**config.mk**
```make
export PLATFORM = sky130hd
export DESIGN_NAME = ce_ls_scale_arb_flat
export DESIGN_NICKNAME = d
export VERILOG_FILES = /design/src/rtl/ce_ls_scale_arb_pkg.sv /design/src/rtl/ce_ls_scale_arb_if.sv /design/src/rtl/ce_ls_scale_arb_sat_cnt.sv /design/src/rtl/ce_ls_scale_arb.sv /design/src/flat_wrapper.sv
export SDC_FILE = /design/constraint.sdc
export NUM_CORES = 1
export LEC_CHECK = 0
export BUFFER_PORTS_ARGS = -buffer_cell sky130_fd_sc_hd__buf_2
export CAP_MARGIN = 15
export CORE_ASPECT_RATIO = 0.7
export CORE_MARGIN = 10
export CORE_UTILIZATION = 46
export DETAILED_ROUTE_END_ITERATION = 12
export GPL_ROUTABILITY_DRIVEN = 0
export PLACE_DENSITY = 0.88
export RECOVER_POWER = 50
export SETUP_SLACK_MARGIN = 0.15
export SLEW_MARGIN = 15
export SYNTH_ARGS = -nofsm -noshare
export SYNTH_HDL_FRONTEND = slang
export SYNTH_SLANG_ARGS = --single-unit
```
**constraint.sdc**
```tcl
create_clock -name clk -period 9 [get_ports clk]
set_clock_uncertainty 0.1 [all_clocks]
set_input_delay 1.35 -clock clk [delete_from_list [all_inputs] [get_ports clk]]
set_output_delay 1.35 -clock clk [all_outputs]
set_load 0.005 [all_outputs]
```
**src/rtl/ce_ls_scale_arb_pkg.sv**
```systemverilog
// Shared CE definitions: arbiter state encoding, requester count, saturating add.
// Latency: n/a (types and a pure function only).
// Backpressure: n/a.
package ce_pkg;

    localparam int NUM_REQ = 2;

    typedef enum logic [1:0] {
        IDLE   = 2'd0,
        GRANT0 = 2'd1,
        GRANT1 = 2'd2
    } arb_state_t;

    // Add a small increment to a counter value, clamping at max instead of wrapping.
    function automatic logic [31:0] sat_add(input logic [31:0] val,
                                            input logic [31:0] max,
                                            input logic [1:0]  inc);
        logic [32:0] sum;
        sum = {1'b0, val} + 33'(inc);
        if (sum > {1'b0, max}) begin
            return max;
        end
        return sum[31:0];
    endfunction

endpackage

```
**src/rtl/ce_ls_scale_arb_if.sv**
```systemverilog
// Sample stream with sop/eop framing and a per-packet length field.
// Latency: n/a (wiring only).
// Backpressure: a beat moves only on a cycle where valid and ready are both high.
interface ce_ls_scale_arb_if #(
    parameter int WDATA = 35,
    parameter int WPTS  = 12
);
    logic             valid;
    logic             ready;
    logic             sop;
    logic             eop;
    logic [WDATA-1:0] real_dat;
    logic [WDATA-1:0] imag_dat;
    logic [WPTS-1:0]  fftpts;

    modport master (output valid, sop, eop, real_dat, imag_dat, fftpts, input ready);
    modport slave  (input valid, sop, eop, real_dat, imag_dat, fftpts, output ready);
endinterface

```
**src/rtl/ce_ls_scale_arb_sat_cnt.sv**
```systemverilog
// W-bit saturating counter adding 0..3 per cycle, with synchronous clear.
// Latency: count visible one cycle after the increment request.
// Backpressure: none; saturates at all-ones.
module ce_sat_cnt
    import ce_pkg::*;
#(
    parameter int W = 16
) (
    input  logic         clk,
    input  logic         rst_sync,
    input  logic         clr,
    input  logic [1:0]   inc,
    output logic [W-1:0] cnt
);

    localparam logic [31:0] CNT_MAX = 32'((33'd1 << W) - 33'd1);

    // Count up by inc, holding at all-ones once reached.
    always_ff @(posedge clk) begin
        if (rst_sync || clr) begin
            cnt <= '0;
        end else if (inc != 2'd0) begin
            cnt <= W'(sat_add(32'(cnt), CNT_MAX, inc));
        end
    end

endmodule

```
**src/rtl/ce_ls_scale_arb.sv**
```systemverilog
// Packet-granular round-robin arbiter feeding the LS scaler from two streams (stats: CE_LS_ARB_STATS_EN).
// Latency: zero-latency datapath mux while granted; one idle arbitration cycle before each packet.
// Backpressure: granted stream's ready follows m.ready; loser stalls; non-sop beats in IDLE are accepted and dropped.
module ce_ls_scale_arb
    import ce_pkg::*;
#(
    parameter int WDATA = 35,
    parameter int WPTS  = 12,
    parameter int WCNT  = 16
) (
    input  logic                 clk,
    input  logic                 rst_sync,
    ce_ls_scale_arb_if.slave     s0,
    ce_ls_scale_arb_if.slave     s1,
    ce_ls_scale_arb_if.master    m,
    output logic                 m_sel,
    output logic                 busy,
    output logic                 len_err,
    output logic [WCNT-1:0]      drop_cnt
`ifdef CE_LS_ARB_STATS_EN
    ,
    input  logic                 ovf,
    output logic [WCNT-1:0]      ovf_pkt0,
    output logic [WCNT-1:0]      ovf_pkt1
`endif
);

    localparam int WB = WPTS + 1;

    arb_state_t      state, state_nxt;
    logic            last;
    logic [WB-1:0]   beat_cnt;
    logic [WB-1:0]   beat_inc;
    logic [WB-1:0]   len_eff;
    logic [WPTS-1:0] len_q;
    logic            cand0, cand1;
    logic            drop0, drop1;
    logic            xfer, eop_xfer;

    assign cand0    = s0.valid & s0.sop;
    assign cand1    = s1.valid & s1.sop;
    assign xfer     = m.valid & m.ready;
    assign eop_xfer = xfer & m.eop;
    assign busy     = (state != IDLE);
    // A latched length of zero stands for a full 2^WPTS-beat packet.
    assign len_eff  = (len_q == '0) ? {1'b1, {WPTS{1'b0}}} : {1'b0, len_q};
    assign beat_inc = WB'(sat_add(32'(beat_cnt), 32'({WB{1'b1}}), 2'd1));

    // Arbitration, grant mux and ready steering.
    always_comb begin
        state_nxt  = state;
        m.valid    = 1'b0;
        m.sop      = 1'b0;
        m.eop      = 1'b0;
        m.real_dat = '0;
        m.imag_dat = '0;
        m.fftpts   = '0;
        m_sel      = 1'b0;
        s0.ready   = 1'b0;
        s1.ready   = 1'b0;
        drop0      = 1'b0;
        drop1      = 1'b0;
        case (state)
            IDLE: begin
                drop0    = s0.valid & ~s0.sop;
                drop1    = s1.valid & ~s1.sop;
                s0.ready = drop0;
                s1.ready = drop1;
                if (cand0 && cand1) begin
                    state_nxt = last ? GRANT0 : GRANT1;
                end else if (cand0) begin
                    state_nxt = GRANT0;
                end else if (cand1) begin
                    state_nxt = GRANT1;
                end
            end
            GRANT0: begin
                m.valid    = s0.valid;
                m.sop      = s0.sop;
                m.eop      = s0.eop;
                m.real_dat = s0.real_dat;
                m.imag_dat = s0.imag_dat;
                m.fftpts   = len_q;
                s0.ready   = m.ready;
                if (s0.valid && m.ready && s0.eop) begin
                    state_nxt = IDLE;
                end
            end
            GRANT1: begin
                m.valid    = s1.valid;
                m.sop      = s1.sop;
                m.eop      = s1.eop;
                m.real_dat = s1.real_dat;
                m.imag_dat = s1.imag_dat;
                m.fftpts   = len_q;
                m_sel      = 1'b1;
                s1.ready   = m.ready;
                if (s1.valid && m.ready && s1.eop) begin
                    state_nxt = IDLE;
                end
            end
            default: state_nxt = IDLE;
        endcase
    end

    // State, round-robin pointer, length latch, beat count and length-error pulse.
    always_ff @(posedge clk) begin
        if (rst_sync) begin
            state    <= IDLE;
            last     <= 1'b1;
            beat_cnt <= '0;
            len_q    <= '0;
            len_err  <= 1'b0;
        end else begin
            state   <= state_nxt;
            len_err <= eop_xfer && (beat_inc != len_eff);
            if (state == IDLE && state_nxt != IDLE) begin
                len_q    <= (state_nxt == GRANT1) ? s1.fftpts : s0.fftpts;
                beat_cnt <= '0;
            end else if (xfer) begin
                beat_cnt <= beat_inc;
            end
            if (eop_xfer) begin
                last <= m_sel;
            end
        end
    end

    ce_sat_cnt #(.W(WCNT)) u_drop_cnt (
        .clk      (clk),
        .rst_sync (rst_sync),
        .clr      (1'b0),
        .inc      ({drop0 & drop1, drop0 ^ drop1}),
        .cnt      (drop_cnt)
    );

`ifdef CE_LS_ARB_STATS_EN
    logic sel_d, eop_d, xfer_d, sticky;
    logic ovf_hit, pkt_ovf;

    // ovf from the scaler belongs to the beat moved one cycle earlier.
    assign ovf_hit = ovf & xfer_d;
    assign pkt_ovf = eop_d & (sticky | ovf_hit);

    // Delay select/eop to line up with ovf and track overflow within the packet.
    always_ff @(posedge clk) begin
        if (rst_sync) begin
            sel_d  <= 1'b0;
            eop_d  <= 1'b0;
            xfer_d <= 1'b0;
            sticky <= 1'b0;
        end else begin
            sel_d  <= m_sel;
            eop_d  <= eop_xfer;
            xfer_d <= xfer;
            if (eop_d) begin
                sticky <= 1'b0;
            end else if (ovf_hit) begin
                sticky <= 1'b1;
            end
        end
    end

    ce_sat_cnt #(.W(WCNT)) u_ovf_pkt0 (
        .clk      (clk),
        .rst_sync (rst_sync),
        .clr      (1'b0),
        .inc      ({1'b0, pkt_ovf & ~sel_d}),
        .cnt      (ovf_pkt0)
    );

    ce_sat_cnt #(.W(WCNT)) u_ovf_pkt1 (
        .clk      (clk),
        .rst_sync (rst_sync),
        .clr      (1'b0),
        .inc      ({1'b0, pkt_ovf & sel_d}),
        .cnt      (ovf_pkt1)
    );
`endif

endmodule

```
**src/flat_wrapper.sv**
```systemverilog
// flat-port wrapper written by rule: the top's interface ports become plain ports
module ce_ls_scale_arb_flat import ce_pkg::*;
#(
    parameter int WDATA = 35,
    parameter int WPTS  = 12,
    parameter int WCNT  = 16
)
  (clk, rst_sync, m_sel, busy, len_err, drop_cnt, s0_valid, s0_sop, s0_eop, s0_real_dat, s0_imag_dat, s0_fftpts, s0_ready, s1_valid, s1_sop, s1_eop, s1_real_dat, s1_imag_dat, s1_fftpts, s1_ready, m_valid, m_sop, m_eop, m_real_dat, m_imag_dat, m_fftpts, m_ready);
  ce_ls_scale_arb_if #(.WDATA(WDATA), .WPTS(WPTS)) s0_i ();
  ce_ls_scale_arb_if #(.WDATA(WDATA), .WPTS(WPTS)) s1_i ();
  ce_ls_scale_arb_if #(.WDATA(WDATA), .WPTS(WPTS)) m_i ();
  input  logic clk;
  input  logic rst_sync;
  output logic m_sel;
  output logic busy;
  output logic len_err;
  output logic [WCNT-1:0] drop_cnt;
  input wire logic [$bits(s0_i.valid)-1:0] s0_valid;
  input wire logic [$bits(s0_i.sop)-1:0] s0_sop;
  input wire logic [$bits(s0_i.eop)-1:0] s0_eop;
  input wire logic [$bits(s0_i.real_dat)-1:0] s0_real_dat;
  input wire logic [$bits(s0_i.imag_dat)-1:0] s0_imag_dat;
  input wire logic [$bits(s0_i.fftpts)-1:0] s0_fftpts;
  output wire logic [$bits(s0_i.ready)-1:0] s0_ready;
  input wire logic [$bits(s1_i.valid)-1:0] s1_valid;
  input wire logic [$bits(s1_i.sop)-1:0] s1_sop;
  input wire logic [$bits(s1_i.eop)-1:0] s1_eop;
  input wire logic [$bits(s1_i.real_dat)-1:0] s1_real_dat;
  input wire logic [$bits(s1_i.imag_dat)-1:0] s1_imag_dat;
  input wire logic [$bits(s1_i.fftpts)-1:0] s1_fftpts;
  output wire logic [$bits(s1_i.ready)-1:0] s1_ready;
  output wire logic [$bits(m_i.valid)-1:0] m_valid;
  output wire logic [$bits(m_i.sop)-1:0] m_sop;
  output wire logic [$bits(m_i.eop)-1:0] m_eop;
  output wire logic [$bits(m_i.real_dat)-1:0] m_real_dat;
  output wire logic [$bits(m_i.imag_dat)-1:0] m_imag_dat;
  output wire logic [$bits(m_i.fftpts)-1:0] m_fftpts;
  input wire logic [$bits(m_i.ready)-1:0] m_ready;
  assign s0_i.valid = s0_valid;
  assign s0_i.sop = s0_sop;
  assign s0_i.eop = s0_eop;
  assign s0_i.real_dat = s0_real_dat;
  assign s0_i.imag_dat = s0_imag_dat;
  assign s0_i.fftpts = s0_fftpts;
  assign s0_ready = s0_i.ready;
  assign s1_i.valid = s1_valid;
  assign s1_i.sop = s1_sop;
  assign s1_i.eop = s1_eop;
  assign s1_i.real_dat = s1_real_dat;
  assign s1_i.imag_dat = s1_imag_dat;
  assign s1_i.fftpts = s1_fftpts;
  assign s1_ready = s1_i.ready;
  assign m_valid = m_i.valid;
  assign m_sop = m_i.sop;
  assign m_eop = m_i.eop;
  assign m_real_dat = m_i.real_dat;
  assign m_imag_dat = m_i.imag_dat;
  assign m_fftpts = m_i.fftpts;
  assign m_i.ready = m_ready;
  ce_ls_scale_arb #(.WDATA(WDATA), .WPTS(WPTS), .WCNT(WCNT)) u_core (.clk(clk), .rst_sync(rst_sync), .s0(s0_i), .s1(s1_i), .m(m_i), .m_sel(m_sel), .busy(busy), .len_err(len_err), .drop_cnt(drop_cnt));
endmodule
```
* Yosys cells after proc, flatten, opt, wreduce, memory -nomap -nowiden
Index checks and enable logic that the tools add are counted.
** Word-level totals
- Word-level logic and storage cells :: 66
- Register bits :: 45
- Output and inout bits :: 106
- Input port bits :: 173
** Cells by class
- Bitwise operators :: 10
- Magnitude comparators :: 2
- Add/subtract/negate cells :: 2
- Mux-type cells :: 28
- Equal/unequal tests :: 4
- Reduce and logical (&&, ||, !) cells :: 14
** Operator list (count)
- one-hot mux 35 bit (2 select lines) :: 2
- 2-to-1 mux 13 bit :: 3
- 2-to-1 mux 16 bit :: 2
- 2-to-1 mux 12 bit :: 2
- adder 16 x 2 -> 17 bit :: 1
- greater-than comparator 17 x 16 -> 1 bit, second input constant :: 1
- adder 13 x 1 -> 14 bit, second input constant :: 1
- greater-than comparator 14 x 13 -> 1 bit, second input constant :: 1
- != test 13 bit :: 1
- zero test 12 bit :: 1
- 2-to-1 mux 2 bit :: 6
- one-hot mux 1 bit (2 select lines) :: 5
- AND 1 bit :: 7
- logical AND 1 bit :: 7
- 2-to-1 mux 1 bit :: 7
- one-hot mux 2 bit (3 select lines) :: 1
- nonzero test 2 bit :: 3
- equality test 2 bit, second input constant :: 2
- OR reduction 2 bit :: 2
- equality test 2 x 1 -> 1 bit, second input constant :: 1
- zero test 2 bit :: 1
- inverter 1 bit :: 2
- bitwise XOR 1 bit :: 1

* Logic depth before layout (Yosys ltp)
Gate-level depths: netlist (run 1).
- Depth in word-level cells :: 10
- Mapped depth :: 15
- Mapped depth without buffers :: 14

* Modules after synthesis
Synthesis (run 1) repeated with hierarchy kept, for this count alone.
** Unflattened totals
- Cell total of the unflattened synthesis :: 523
- Area, all modules :: 4003.8 µm²
** Modules (own cells, without submodules)
- ce_ls_scale_arb :: cells each 427, instances 1, area each 3150.5 µm², sequential area each 580.6 µm²
- ce_sat_cnt :: cells each 96, instances 1, area each 853.3 µm², sequential area each 320.3 µm²

* Worst setup path after synthesis (run 1)
OpenSTA, ideal clock, no wires.
- Path type :: in2reg
- From :: in s1_valid
- To :: reg u_core.u_drop_cnt.cnt[6]
- Path slack :: 4858 ps
- Stages :: 13
- Library setup time :: 128 ps
- Arrival time :: 3914 ps
- Data required time :: 8772 ps
- Buffers on the path :: 1
- Cell sequence :: nand2_1 > or2_2 > ha_1 > ha_1 > fa_1 > and3_1 > and3_1 > and2_1 > a41oi_2 > buf_2 > nand2_1 > a22oi_1 > nor2_1
** Between the ends
- Cells in the longest elaborated chain, start to end :: 9
- Elaborated cells on any way between the ends :: 11
- Those cells by class :: add/sub (1); order compare (1); mux (5); bitwise (3); reduce/logical (1)
** RTL lines
- start, declared :: RTL line flat_wrapper.sv:25 : input wire logic [$bits(s1_i.valid)-1:0] s1_valid;
- AND 1 bit (*) :: RTL line ce_ls_scale_arb.sv:66 : drop1 = s1.valid & ~s1.sop;
- 2-to-1 mux 1 bit (*) :: RTL line ce_ls_scale_arb.sv:63 : case (state)
- bitwise XOR 1 bit / AND 1 bit (equally long branches) :: RTL line ce_ls_scale_arb.sv:133 : .inc ({drop0 & drop1, drop0 ^ drop1}),
- adder 16 x 2 -> 17 bit :: RTL line ce_ls_scale_arb_pkg.sv:19 : sum = {1'b0, val} + 33'(inc);
- greater-than comparator 17 x 16 -> 1 bit :: RTL line ce_ls_scale_arb_pkg.sv:20 : if (sum > {1'b0, max}) begin
- 2-to-1 mux 1 bit :: RTL line ce_ls_scale_arb_pkg.sv:20
- 2-to-1 mux 1 bit :: RTL line ce_ls_scale_arb_sat_cnt.sv:22 : end else if (inc != 2'd0) begin
- 2-to-1 mux 1 bit :: RTL line ce_ls_scale_arb_sat_cnt.sv:20 : if (rst_sync || clr) begin
- 2-to-1 mux 16 bit :: RTL line ce_ls_scale_arb_pkg.sv:23 : return sum[31:0];
- end signal, assigned :: RTL line ce_ls_scale_arb_sat_cnt.sv:23 : cnt <= W'(sat_add(32'(cnt), CNT_MAX, inc));
- end, declared :: RTL line ce_ls_scale_arb_sat_cnt.sv:13 : output logic [W-1:0] cnt
Mark *: on every way between the ends. The rest lies on a longest branch, timed or not. The select of a mux whose other input is x is not followed.
A chain may end at the register's enable or synchronous reset.

* Final worst setup path (run 1)
- From :: reg u_core.state[0]
- To :: out m_eop
** Between the ends
- Cells in the longest elaborated chain, start to end :: 2
- Elaborated cells on any way between the ends :: 3
- Those cells by class :: eq/ne (2); mux (1)
** RTL lines
- start, declared :: RTL line ce_ls_scale_arb.sv:30 : arb_state_t state, state_nxt;
- start signal, assigned :: RTL line ce_ls_scale_arb.sv:115 : state <= state_nxt;
- equality test 2 bit / equality test 2 x 1 -> 1 bit (equally long branches) :: RTL line ce_ls_scale_arb.sv:63
- one-hot mux 1 bit (2 select lines) (*) :: RTL line ce_ls_scale_arb.sv:63
- end, declared :: RTL line flat_wrapper.sv:34 : output wire logic [$bits(m_i.eop)-1:0] m_eop;
Mark *: on every way between the ends. The rest lies on a longest branch, timed or not.

==> impl_metrics.prom, run 1 <==
# TYPE chip_impl_metric gauge
chip_impl_metric{name="multiplexer_share_of_the_synthesized_area",unit="%"} 4.41
chip_impl_info{name="most_common_cell_after_layout_fill_and_taps_aside",value="buf_2"} 1
chip_impl_metric{name="p_leak",unit="uW"} 0.00239
chip_impl_metric{name="clkSlewWorstSetupHoldPaths",unit="ns"} 0.07
chip_impl_metric{name="final-max-slew-violation-count",unit=""} 202
chip_impl_metric{name="timing.reg2reg.setup_slack",unit="ns"} 3.34
chip_impl_metric{name="placementRows",unit=""} 28
chip_impl_metric{name="estimated_wirelength_of_the_detail_placed_design",unit="um"} 15400
chip_impl_metric{name="vias",unit=""} 5429
chip_impl_metric{name="layout.filler_cells",unit=""} 775
chip_impl_metric{name="power.switching",unit="uW"} 291
chip_impl_info{name="synth_top_flop_cell",value="dfxtp_1"} 1
chip_impl_metric{name="synth_edf_count",unit=""} 0
chip_impl_info{name="clock_tree_from_tritoncts",value="yes"} 1
chip_impl_metric{name="tns",unit="ns"} 0
chip_impl_info{name="violations",value="max-capacitance violations, max-slew violations"} 1
chip_impl_metric{name="floorplan.io_pins",unit=""} 279
chip_impl_metric{name="seqCellArea",unit="sq um"} 901
chip_impl_metric{name="crit_required",unit="ns"} 7.55
chip_impl_info{name="worst_hold_path_type",value="register to register"} 1
chip_impl_metric{name="clkPwrFrac",unit="%"} 24.0
chip_impl_metric{name="core-area",unit="sq um"} 8580
chip_impl_metric{name="post_synth_num_cell_types",unit=""} 67
chip_impl_metric{name="cp_num_buf_inv",unit=""} 3
chip_impl_metric{name="slew_headroom",unit="%"} -116
chip_impl_metric{name="cts.htree.levels",unit=""} 2
chip_impl_info{name="path_cells",value="inv_1, ha_1, clkbuf_1, a22oi_1, nor2b_1, buf_2"} 1
chip_impl_metric{name="initialDrtViolationCount",unit=""} 629
chip_impl_metric{name="finalHoldViolCount",unit=""} 0
chip_impl_metric{name="mappedNetlistNets",unit=""} 727
chip_impl_metric{name="postLayoutCoreUtil",unit="%"} 64.8
chip_impl_metric{name="nNetsFinal",unit=""} 972
chip_impl_metric{name="cts-buffers-inserted",unit=""} 5
chip_impl_info{name="grt_setup_unrepaired",value="no"} 1
chip_impl_metric{name="synth_compound_gate_area_share",unit="%"} 30.1
chip_impl_info{name="most_frequent_cells_in_the_layout",value="buf_2 (247), a22oi_1 (75), nor2b_1 (73), nor2_1 (47), dfxtp_1 (45)"} 1
chip_impl_info{name="largest_family_of_logic_cells_by_synthesized_area",value="simple AND/OR/NAND/NOR gates"} 1
chip_impl_metric{name="die_area",unit="sq um"} 13200
chip_impl_metric{name="grt_antenna_before_repair",unit=""} 0
chip_impl_info{name="worst-setup-path-type",value="register to output pin"} 1
chip_impl_metric{name="drt_pre_antenna_iters",unit=""} 6
chip_impl_metric{name="worst_slack",unit="ns"} 3.26
chip_impl_metric{name="rr_worst_depth",unit=""} 9
chip_impl_metric{name="internal_power_summed_over_all_cells",unit="uW"} 474
chip_impl_metric{name="yosys.area_share.adder",unit="%"} 3.53
chip_impl_metric{name="routed_wire_length_per_instance",unit="um"} 21.2
chip_impl_metric{name="power_density",unit="nW/um^2"} 137
chip_impl_metric{name="io_buffer_count",unit=""} 278
chip_impl_metric{name="maxClockFrequency",unit="MHz"} 174
chip_impl_metric{name="antenna_left",unit=""} 0
chip_impl_metric{name="max-clock-path-buffers",unit=""} 2
chip_impl_metric{name="worst_path_largest_cell_delay",unit="ns"} 2.26
chip_impl_metric{name="vias_per_cell",unit=""} 5.97
chip_impl_metric{name="area.growth.synth_to_final",unit="%"} 35.3
chip_impl_metric{name="asyncSetResetFlopFracSynth",unit="%"} 0
chip_impl_metric{name="die_height",unit="um"} 99.1
chip_impl_metric{name="synth.top_cell.area_share",unit="%"} 21.9
chip_impl_metric{name="layout-drive-gt1-share",unit="%"} 35.0
chip_impl_metric{name="yosys.area_share.simple",unit="%"} 32.1
chip_impl_metric{name="cts-hold-fix-buffers",unit=""} 0
chip_impl_info{name="synthDominantAreaCellType",value="dfxtp_1"} 1
chip_impl_metric{name="crit_path_max_fanout",unit=""} 77
chip_impl_metric{name="p_comb_share",unit="%"} 42.5
chip_impl_metric{name="grt_start_max_net_pins",unit=""} 86
chip_impl_info{name="critical_path.slowest_cell",value="clkbuf_1"} 1
chip_impl_metric{name="synthXorXnorAreaFrac",unit="%"} 1.70
chip_impl_metric{name="initial_core_utilization",unit="%"} 47.9
chip_impl_metric{name="setup-violations-final",unit=""} 0
chip_impl_metric{name="post_synthesis_cell_area",unit="sq um"} 4110
chip_impl_metric{name="first_global_vias",unit=""} 5086
chip_impl_metric{name="final_min_period_over_clock_period",unit="%"} 63.7
chip_impl_metric{name="post_detailed_route_drc_marker_count",unit=""} 0
chip_impl_metric{name="syn_area_per_cell",unit="sq um"} 7.57
chip_impl_info{name="crit_path_start_kind",value="register"} 1
chip_impl_metric{name="max_cap_violations",unit=""} 3
chip_impl_metric{name="cts_sinks",unit=""} 45
chip_impl_metric{name="cp.arrival",unit="ns"} 4.29
chip_impl_info{name="outcome",value="finished with violations"} 1
chip_impl_info{name="clock-root-buffer",value="clkbuf_16"} 1
chip_impl_metric{name="multi_input_logic_area",unit="sq um"} 2950
chip_impl_metric{name="peakVddDrop",unit="V"} 0.0000893
chip_impl_info{name="crit_family",value="buffers and inverters"} 1
chip_impl_metric{name="post-cts-setup-buffer-count",unit=""} 0
chip_impl_metric{name="grt-ovfl-total",unit=""} 0
chip_impl_metric{name="tightest_slew",unit="ns"} 3.24
chip_impl_metric{name="preCtsSetupSlack",unit="ns"} 4.18
chip_impl_metric{name="synth_seq_area_share",unit="%"} 21.9
chip_impl_info{name="most_area_consuming_cells_after_synthesis",value="dfxtp_1 (22%), a22oi_1 (14%), nor2b_1 (11%)"} 1
chip_impl_metric{name="synth-seq-cells",unit=""} 45
chip_impl_metric{name="sw_frac_of_total",unit="%"} 38.0
chip_impl_metric{name="syn_inst",unit=""} 543
chip_impl_metric{name="timing.critical_path.depth",unit=""} 6
chip_impl_metric{name="wire_length_of_the_first_global_routing_pass",unit="um"} 28400
chip_impl_metric{name="clkLatencyLatePin",unit="ns"} 0.29
chip_impl_metric{name="die_w",unit="um"} 133
chip_impl_metric{name="final_critical_path_required_period",unit="ns"} 5.74
chip_impl_metric{name="post_cts_resized",unit=""} 0
chip_impl_metric{name="wl",unit="um"} 19300
chip_impl_info{name="critPathCaptureType",value="output pin"} 1
chip_impl_metric{name="min_path_cells",unit=""} 2
chip_impl_metric{name="share_seq_of_total_power",unit="%"} 33.5
chip_impl_metric{name="ys.warnings.count",unit=""} 0
chip_impl_metric{name="groute.usage.overall",unit="%"} 26.1
==> synth_stat cells (2+ instances only) <==
cell type / n
a22oi_1: 74
nor2b_1: 73
nor2_1: 47
dfxtp_1: 45
clkbuf_1: 28
nand2_1: 25
a21oi_1: 21
and2_1: 20
a211oi_1: 18
mux2i_1: 17
nand3_1: 17
inv_1: 13
a311oi_1: 10
ha_1: 10
nand4_1: 10
nor3_1: 9
o21ai_0: 9
and3_1: 8
xnor2_1: 7
buf_1: 6
a31oi_1: 5
buf_2: 5
nand2b_1: 4
nor4_1: 4
buf_6: 3
o221a_2: 3
o22ai_1: 3
a211o_1: 2
a32o_1: 2
buf_4: 2
nand2_2: 2
nor3b_1: 2
o21a_1: 2
o21bai_1: 2
or2_2: 2
or3_1: 2
==> power by group through the flow <==
stage | logic [uW] | clock network (uW) | registers (uW)
global placement | 309 | 0 | 258
detailed placement | 323 | 0 | 258
CTS | 326 | 183 | 254
finish | 325 | 183 | 256
floorplan | 207 | 0 | 248
global route | 354 | 192 | 259
==> logic make-up (layout without fill, tap and decap cells) <==
kind of cell	count (synthesis)	after routing
multiplexers	18	18
adder cells (fa/ha/maj)	11	11
other	0	1
XOR/XNOR	8	8
flip-flops	45	45
AO/OA/AOI/OAI	167	167
buffers and inverters	58	304
AND/OR/NAND/NOR	236	236
==> worst paths after layout <==
path	start	end
worst min-delay path	u_core.u_drop_cnt.cnt[14]$_SDFFE_PP0P_	u_core.u_drop_cnt.cnt[14]$_SDFFE_PP0P_
worst min register to register	u_core.u_drop_cnt.cnt[14]$_SDFFE_PP0P_	u_core.u_drop_cnt.cnt[14]$_SDFFE_PP0P_
worst max register to register	u_core.state[0]$_SDFF_PP0_	u_core.beat_cnt[5]$_SDFFE_PP0P_
worst max-delay path	u_core.state[0]$_SDFF_PP0_	m_eop
==> area by class of cell <==
type | instances | share of cell area [%]
Antenna cell | 1 | 0.0450
Tap cell | 120 | 2.70
Sequential cell | 45 | 16.2
Clock buffer | 6 | 2.32
Timing Repair Buffer | 282 | 24.6
Clock inverter | 2 | 0.270
Inverter | 14 | 0.944
Multi-Input combinational cell | 440 | 53.0
==> registers in the layout, indices dropped and copies added (netlist names) <==
name	flops
u_core.last	1
u_core.beat_cnt	13
u_core.len_q	12
u_core.state	2
u_core.u_drop_cnt.cnt	16
u_core.len_err	1
==> layer usage <==
layer,part of all wire [%],GRT usage (%),routed length [um],vias to the layer above
met1,39,32.6,7500,2509
met4,1.7,5.14,325,0
met5,0,0,0,-
met2,49,45.1,9370,374
met3,11,6.08,2080,41
li1,-,-,-,2505
==> worst min-delay path, stage by stage (launching register included) <==
cell and delay (ns):
dfxtp_1 0.33, inv_1 0.07, a211oi_1 0.07
==> metrics by stage <==
step           area [sq um]  hold WS, ns  instances  total power, uW
3_5_place_dp           5480        0.406        900              581
4_1_cts                5630        0.419        908              763
6_report               5560        0.420        910              765
3_3_place_gp           5480        0.387        900              567
5_1_grt                5560        0.441        909              805
2_1_floorplan          4110        0.372        543              455
(Power assumes the default switching activity.)
==> run 2: changes to the inputs <==
CORE_UTILIZATION = 39   (was 46)
PLACE_DENSITY = 0.8   (was 0.88)
clock period = 4.7 ns   (was 9 ns; I/O delays follow)
==> run 2 against run 1 <==
The flow still finishes with violations (max-capacitance violations, max-slew violations). Total power is 97% higher. Register-to-register slack worse by 2.4 ns. Combinational power is 88% higher. First-iteration DRC count is 14% lower. Critical path depth is 1 lower. Setup slack worse by 2.4 ns. Count of clock-buffer cells in the layout stayed put. Core utilization is 11 points lower. Die area is 15% higher. Critical path type unchanged. Largest cell class unchanged. Largest power group unchanged.
==> impl_metrics.prom, run 2 (same netlist as run 1, synthesis figures left out) <==
# TYPE chip_impl_metric gauge
chip_impl_info{name="most_frequent_cells_in_the_layout",value="buf_2 (221), a22oi_1 (74), nor2b_1 (73), clkbuf_1 (58), nor2_1 (47)"} 1
chip_impl_metric{name="grt_antenna_before_repair",unit=""} 1
chip_impl_metric{name="p_comb_share",unit="%"} 40.5
chip_impl_metric{name="drt_pre_antenna_iters",unit=""} 6
chip_impl_metric{name="layout.filler_cells",unit=""} 1057
chip_impl_metric{name="crit_required",unit="ns"} 3.89
chip_impl_metric{name="seqCellArea",unit="sq um"} 901
chip_impl_metric{name="tightest_slew",unit="ns"} 1.59
chip_impl_metric{name="placementRows",unit=""} 31
chip_impl_metric{name="crit_path_max_fanout",unit=""} 46
chip_impl_metric{name="power_density",unit="nW/um^2"} 269
chip_impl_metric{name="power.switching",unit="uW"} 545
chip_impl_metric{name="finalPower",unit="uW"} 1510
chip_impl_metric{name="tns",unit="ns"} 0
chip_impl_info{name="reg.largest.list",value="u_core.u_drop_cnt.cnt x16, u_core.beat_cnt x13, u_core.len_q x12"} 1
chip_impl_metric{name="die_w",unit="um"} 143
chip_impl_metric{name="routed_wire_length_per_instance",unit="um"} 19.9
chip_impl_info{name="worst-setup-path-type",value="register to output pin"} 1
chip_impl_metric{name="internal_power_summed_over_all_cells",unit="uW"} 961
chip_impl_metric{name="nNetsFinal",unit=""} 974
chip_impl_info{name="crit_path_start_kind",value="register"} 1
chip_impl_metric{name="estimated_wirelength_of_the_detail_placed_design",unit="um"} 14900
chip_impl_metric{name="timing.reg2reg.setup_slack",unit="ns"} 0.95
chip_impl_metric{name="post_cts_resized",unit=""} 0
chip_impl_metric{name="antennaDiodeCount",unit=""} 0
chip_impl_metric{name="wl",unit="um"} 18400
chip_impl_info{name="registers.top_by_ff_count",value="u_core.u_drop_cnt.cnt"} 1
chip_impl_metric{name="post-cts-setup-buffer-count",unit=""} 0
chip_impl_metric{name="area.growth.synth_to_final",unit="%"} 36.3
chip_impl_info{name="path_cells",value="ha_1, buf_4, a22oi_1, nor2b_1, buf_2"} 1
chip_impl_metric{name="max_cap_violations",unit=""} 1
chip_impl_metric{name="cts-buffers-inserted",unit=""} 5
chip_impl_info{name="grt_setup_unrepaired",value="no"} 1
chip_impl_metric{name="vias",unit=""} 5152
chip_impl_metric{name="cts_sinks",unit=""} 45
chip_impl_metric{name="final_min_period_over_clock_period",unit="%"} 81.6
chip_impl_metric{name="cts.htree.levels",unit=""} 2
chip_impl_metric{name="antenna_left",unit=""} 0
chip_impl_metric{name="slew_headroom",unit="%"} -6.10
chip_impl_metric{name="peakVddDrop",unit="V"} 0.000216
chip_impl_metric{name="largest_reg_flops",unit=""} 16
chip_impl_metric{name="cp_num_buf_inv",unit=""} 2
chip_impl_metric{name="post_detailed_route_drc_marker_count",unit=""} 0
chip_impl_metric{name="multi_input_logic_area",unit="sq um"} 2960
chip_impl_info{name="outcome",value="finished with violations"} 1
chip_impl_metric{name="clkPwrFrac",unit="%"} 27.0
chip_impl_metric{name="first_global_vias",unit=""} 4655
chip_impl_metric{name="sw_frac_of_total",unit="%"} 36.2
chip_impl_metric{name="hold-worst-slack",unit="ns"} 0.412
chip_impl_metric{name="cp.arrival",unit="ns"} 3.03
chip_impl_metric{name="initialDrtViolationCount",unit=""} 540
chip_impl_metric{name="place.detailed.instances",unit=""} 915
chip_impl_metric{name="maxClockFrequency",unit="MHz"} 261
chip_impl_info{name="clock-root-buffer",value="clkbuf_16"} 1
chip_impl_info{name="violations",value="max-capacitance violations, max-slew violations"} 1
chip_impl_metric{name="cts-hold-fix-buffers",unit=""} 0
chip_impl_info{name="critical_path.slowest_cell",value="ha_1"} 1
chip_impl_metric{name="layout-drive-gt1-share",unit="%"} 32.4
chip_impl_metric{name="finalHoldViolCount",unit=""} 0
chip_impl_metric{name="core-area",unit="sq um"} 10300
chip_impl_metric{name="final-max-slew-violation-count",unit=""} 47
chip_impl_info{name="worst_hold_path_type",value="register to register"} 1
chip_impl_metric{name="worst_path_largest_cell_delay",unit="ns"} 1.26
chip_impl_metric{name="grt_start_max_net_pins",unit=""} 57
chip_impl_metric{name="setup-violations-final",unit=""} 0
chip_impl_metric{name="die_height",unit="um"} 106
chip_impl_info{name="critPathCaptureType",value="output pin"} 1
chip_impl_metric{name="grt-ovfl-total",unit=""} 0
chip_impl_metric{name="groute.usage.overall",unit="%"} 22.2
chip_impl_metric{name="postLayoutCoreUtil",unit="%"} 54.3
chip_impl_metric{name="floorplan.io_pins",unit=""} 279
chip_impl_metric{name="share_seq_of_total_power",unit="%"} 32.5
chip_impl_info{name="crit_family",value="adder cells"} 1
chip_impl_metric{name="clkLatencyLatePin",unit="ns"} 0.29
chip_impl_metric{name="final_critical_path_required_period",unit="ns"} 3.84
chip_impl_metric{name="vias_per_cell",unit=""} 5.58
chip_impl_info{name="clock_tree_from_tritoncts",value="yes"} 1
chip_impl_metric{name="initial_core_utilization",unit="%"} 39.8
chip_impl_metric{name="wire_length_of_the_first_global_routing_pass",unit="um"} 27300
chip_impl_metric{name="final-instance-count-excl-fill",unit=""} 923
chip_impl_metric{name="io_buffer_count",unit=""} 278
chip_impl_info{name="most_common_cell_after_layout_fill_and_taps_aside",value="buf_2"} 1
chip_impl_metric{name="max-clock-path-buffers",unit=""} 2
chip_impl_metric{name="clkSlewWorstSetupHoldPaths",unit="ns"} 0.06
chip_impl_metric{name="die_area",unit="sq um"} 15100
chip_impl_metric{name="p_leak",unit="uW"} 0.00233
-- run 2: area by class of cell --
cell class	instances	area share [%]
clock buffer	6	2.30
clock inverter	2	0.692
inverter	14	0.938
multi-input combinational	440	52.7
sequential	45	16.1
tap	132	2.95
timing repair buffer	284	24.3
-- run 2: routing by layer --
layer | GRT usage (%) | share of wire [%] | wire [um] | up-vias
li1 | - | - | - | 2509
met1 | 28.7 | 41 | 7620 | 2375
met2 | 37.4 | 48 | 8920 | 249
met3 | 5.51 | 9.5 | 1750 | 17
met4 | 2.79 | 0.61 | 112 | 2
met5 | 0 | 0.071 | 13 | -
-- run 2: stage by stage --
stage	setup slack (ns)	area, sq um
4_1_cts	0.970	5690
3_3_place_gp	0.881	5520
3_5_place_dp	0.805	5520
6_report	0.864	5600
2_1_floorplan	1.20	4110
5_1_grt	0.638	5600
-- run 2: path summary, 6_finish.rpt --
check,startpoint,endpoint,depth (start not counted)
worst min-delay path,u_core.u_drop_cnt.cnt[14]$_SDFFE_PP0P_,u_core.u_drop_cnt.cnt[14]$_SDFFE_PP0P_,2
worst max register to register,u_core.state[1]$_SDFF_PP0_,u_core.u_drop_cnt.cnt[6]$_SDFFE_PP0P_,15
worst max-delay path,u_core.state[1]$_SDFF_PP0_,m_real_dat[5],5
worst min register to register,u_core.u_drop_cnt.cnt[14]$_SDFFE_PP0P_,u_core.u_drop_cnt.cnt[14]$_SDFFE_PP0P_,2
-- run 2: power by group through the flow --
stage	clock [uW]	combinational, uW	sequential [uW]
3_5_place_dp	0	618	495
4_1_cts	412	620	487
2_1_floorplan	0	397	474
5_1_grt	432	673	495
3_3_place_gp	0	610	496
6_report	406	610	489
-- run 2: worst register-to-register path: stages, from the launching register on --
cell and delay [ns]:
dfxtp_1 0.36, inv_1 0.10, ha_1 0.22, nand2_1 0.06, or2_2 0.30, ha_1 0.31, ha_1 0.22, fa_1 0.41
and3_1 0.23, and3_1 0.21, and2_1 0.21, a41oi_2 0.38, buf_4 0.24, nand2_1 0.06, a22oi_1 0.18, nor2_1 0.05
==> run 3: changes to the inputs <==
clock period = 3.3 ns   (was 4.7 ns; I/O delays follow)
==> run 3 against run 2 <==
The run now ends clean. Cell count up 3.0%. Hold slack worse by 0.0055 ns. Combinational power up 58%. Total power up 49%. First-iteration DRC count up 14%. Global-route usage up 1.0 points.
==> impl_metrics.prom, run 3 (same netlist as run 1, synthesis figures left out) <==
# TYPE chip_impl_metric gauge
chip_impl_metric{name="p_leak",unit="uW"} 0.00256
chip_impl_metric{name="die_height",unit="um"} 106
chip_impl_metric{name="finalHoldViolCount",unit=""} 0
chip_impl_info{name="clock-root-buffer",value="clkbuf_16"} 1
chip_impl_metric{name="largest_reg_flops",unit=""} 16
chip_impl_metric{name="initial_core_utilization",unit="%"} 39.8
chip_impl_metric{name="floorplan.io_pins",unit=""} 279
chip_impl_metric{name="vias_per_cell",unit=""} 5.67
chip_impl_metric{name="tightest_slew",unit="ns"} 0.801
chip_impl_metric{name="drt_pre_antenna_iters",unit=""} 5
chip_impl_metric{name="layout-drive-gt1-share",unit="%"} 39.7
chip_impl_metric{name="crit_path_max_fanout",unit=""} 6
chip_impl_metric{name="vias",unit=""} 5392
chip_impl_metric{name="power_density",unit="nW/um^2"} 377
chip_impl_metric{name="tns",unit="ns"} 0
chip_impl_info{name="critPathCaptureType",value="register"} 1
chip_impl_metric{name="timing.reg2reg.setup_slack",unit="ns"} 0.15
chip_impl_metric{name="area.growth.synth_to_final",unit="%"} 44.2
chip_impl_metric{name="wl",unit="um"} 19600
chip_impl_info{name="registers.top_by_ff_count",value="u_core.u_drop_cnt.cnt"} 1
chip_impl_metric{name="final_min_period_over_clock_period",unit="%"} 95.5
chip_impl_metric{name="setup-violations-final",unit=""} 0
chip_impl_metric{name="cts-buffers-inserted",unit=""} 5
chip_impl_metric{name="grt_antenna_before_repair",unit=""} 5
chip_impl_info{name="worst_hold_path_type",value="register to register"} 1
chip_impl_info{name="grt_setup_unrepaired",value="yes"} 1
chip_impl_metric{name="min_path_cells",unit=""} 2
chip_impl_metric{name="nNetsFinal",unit=""} 999
chip_impl_metric{name="cts_sinks",unit=""} 45
chip_impl_info{name="critical_path.slowest_cell",value="fa_2"} 1
chip_impl_metric{name="final_critical_path_required_period",unit="ns"} 3.15
chip_impl_metric{name="worst_path_largest_cell_delay",unit="ns"} 0.36
chip_impl_info{name="clock_tree_from_tritoncts",value="yes"} 1
chip_impl_info{name="path_cells",value="inv_1, ha_4, nand2_1, or2_4, ha_4, ha_4, fa_2, and3_4, and3_4, and2_4, a41oi_4, buf_6, a21oi_2, o22ai_1, nor2_1"} 1
chip_impl_metric{name="estimated_wirelength_of_the_detail_placed_design",unit="um"} 15900
chip_impl_metric{name="layout.filler_cells",unit=""} 980
chip_impl_metric{name="rr_worst_depth",unit=""} 15
chip_impl_metric{name="grt_start_max_net_pins",unit=""} 50
chip_impl_metric{name="grt-ovfl-total",unit=""} 0
chip_impl_metric{name="die_area",unit="sq um"} 15100
chip_impl_metric{name="initialDrtViolationCount",unit=""} 617
chip_impl_metric{name="first_global_vias",unit=""} 4762
chip_impl_metric{name="final-max-slew-violation-count",unit=""} 0
chip_impl_metric{name="routed_wire_length_per_instance",unit="um"} 20.6
chip_impl_metric{name="slew_headroom",unit="%"} 46.6
chip_impl_metric{name="postLayoutCoreUtil",unit="%"} 57.5
chip_impl_metric{name="core-area",unit="sq um"} 10300
chip_impl_info{name="most_common_cell_after_layout_fill_and_taps_aside",value="buf_2"} 1
chip_impl_metric{name="max_cap_violations",unit=""} 0
chip_impl_metric{name="cts-hold-fix-buffers",unit=""} 0
chip_impl_metric{name="die_w",unit="um"} 143
chip_impl_metric{name="antenna_left",unit=""} 0
chip_impl_metric{name="placementRows",unit=""} 31
chip_impl_metric{name="post_detailed_route_drc_marker_count",unit=""} 0
chip_impl_metric{name="wire_length_of_the_first_global_routing_pass",unit="um"} 28100
chip_impl_metric{name="cts.htree.levels",unit=""} 2
chip_impl_info{name="outcome",value="finished, final reports clean"} 1
chip_impl_metric{name="groute.usage.overall",unit="%"} 23.2
chip_impl_info{name="reg.largest.list",value="u_core.u_drop_cnt.cnt x16, u_core.beat_cnt x13, u_core.len_q x12"} 1
chip_impl_info{name="worst_path_most_repeated_cell",value="ha_4"} 1
chip_impl_metric{name="peakVddDrop",unit="V"} 0.000226
chip_impl_metric{name="io_buffer_count",unit=""} 278
chip_impl_metric{name="crit_required",unit="ns"} 3.37
chip_impl_metric{name="clkLatencyLatePin",unit="ns"} 0.29
chip_impl_metric{name="clkSlewWorstSetupHoldPaths",unit="ns"} 0.07
chip_impl_info{name="crit_path_start_kind",value="register"} 1
chip_impl_metric{name="cp.arrival",unit="ns"} 3.22
chip_impl_metric{name="max-clock-path-buffers",unit=""} 2
chip_impl_metric{name="maxClockFrequency",unit="MHz"} 317
chip_impl_info{name="worst-setup-path-type",value="register to register"} 1
chip_impl_info{name="most_frequent_cells_in_the_layout",value="buf_2 (246), a22oi_1 (74), nor2b_1 (73), nor2_1 (47), dfxtp_1 (44)"} 1
[run 3: what timing repair did]
item / CTS / global route
setup buffers: 11 / 4
endpoints found under the setup margin: 13 / 16
endpoints found under the hold margin: 0 / 0
pin swaps: 4 / 9
resized for setup: 12 / 10
cloned: 0 / 0
[run 3: path summary, 6_finish.rpt]
check | to | start
hold / removal | u_core.u_drop_cnt.cnt[14]$_SDFFE_PP0P_ | u_core.u_drop_cnt.cnt[14]$_SDFFE_PP0P_
setup reg to reg | u_core.u_drop_cnt.cnt[11]$_SDFFE_PP0P_ | u_core.state[0]$_SDFF_PP0_
hold reg to reg | u_core.u_drop_cnt.cnt[14]$_SDFFE_PP0P_ | u_core.u_drop_cnt.cnt[14]$_SDFFE_PP0P_
setup / recovery | u_core.u_drop_cnt.cnt[11]$_SDFFE_PP0P_ | u_core.state[0]$_SDFF_PP0_
[run 3: routing by layer]
metal | share of wire [%] | global-route usage [%] | up-vias
met1 | 40 | 30.8 | 2463
li1 | - | - | 2567
met3 | 12 | 7.20 | 30
met4 | 1.8 | 6.17 | 2
met5 | 0.066 | 0 | -
met2 | 46 | 35.5 | 330
[run 3: metrics by stage]
stage               hold slack, ns  worst slack [ns]  std cells  instance area [sq um]  power, uW
global placement             0.385            0.0288        925                   5620       1610
finish                       0.406             0.148        951                   5930       2240
global route                 0.456            0.0216        951                   5930       2370
CTS                          0.403             0.158        944                   5920       2230
floorplan                    0.372             0.155        543                   4150       1250
detailed placement           0.394           -0.0469        925                   5620       1610
[run 3: layout make-up]
| cell class | count | area (sq um) | area share (%) |
|---|---|---|---|
| multi-input cells | 440 | 3030 | 51.2 |
| repair buffers | 309 | 1600 | 27.0 |
| flip-flops and latches | 45 | 902 | 15.2 |
| well taps | 132 | 165 | 2.78 |
| clock buffers | 6 | 129 | 2.17 |
| inverters | 14 | 52.6 | 0.886 |
| clock inverters | 2 | 38.8 | 0.654 |
| diodes | 3 | 7.51 | 0.127 |
[run 3: critical path, delay by kind of cell (launching register included)]
family / cells / cell delay, ns
flip-flops: 1 / 0.31
buffers and inverters: 2 / 0.29
AND/OR/NAND/NOR: 6 / 0.93
adder cells (fa/ha/maj): 4 / 0.93
AO/OA/AOI/OAI: 3 / 0.49
[run 3: report_power, final]
| part | total [uW] | internal (uW) | leakage [uW] | switching [uW] |
|---|---|---|---|---|
| Clock | 574 | 359 | 0.0000811 | 215 |
| Combinational | 963 | 468 | 0.00211 | 495 |
| Sequential | 699 | 603 | 0.000368 | 96.7 |
| Total | 2240 | 1430 | 0.00256 | 807 |
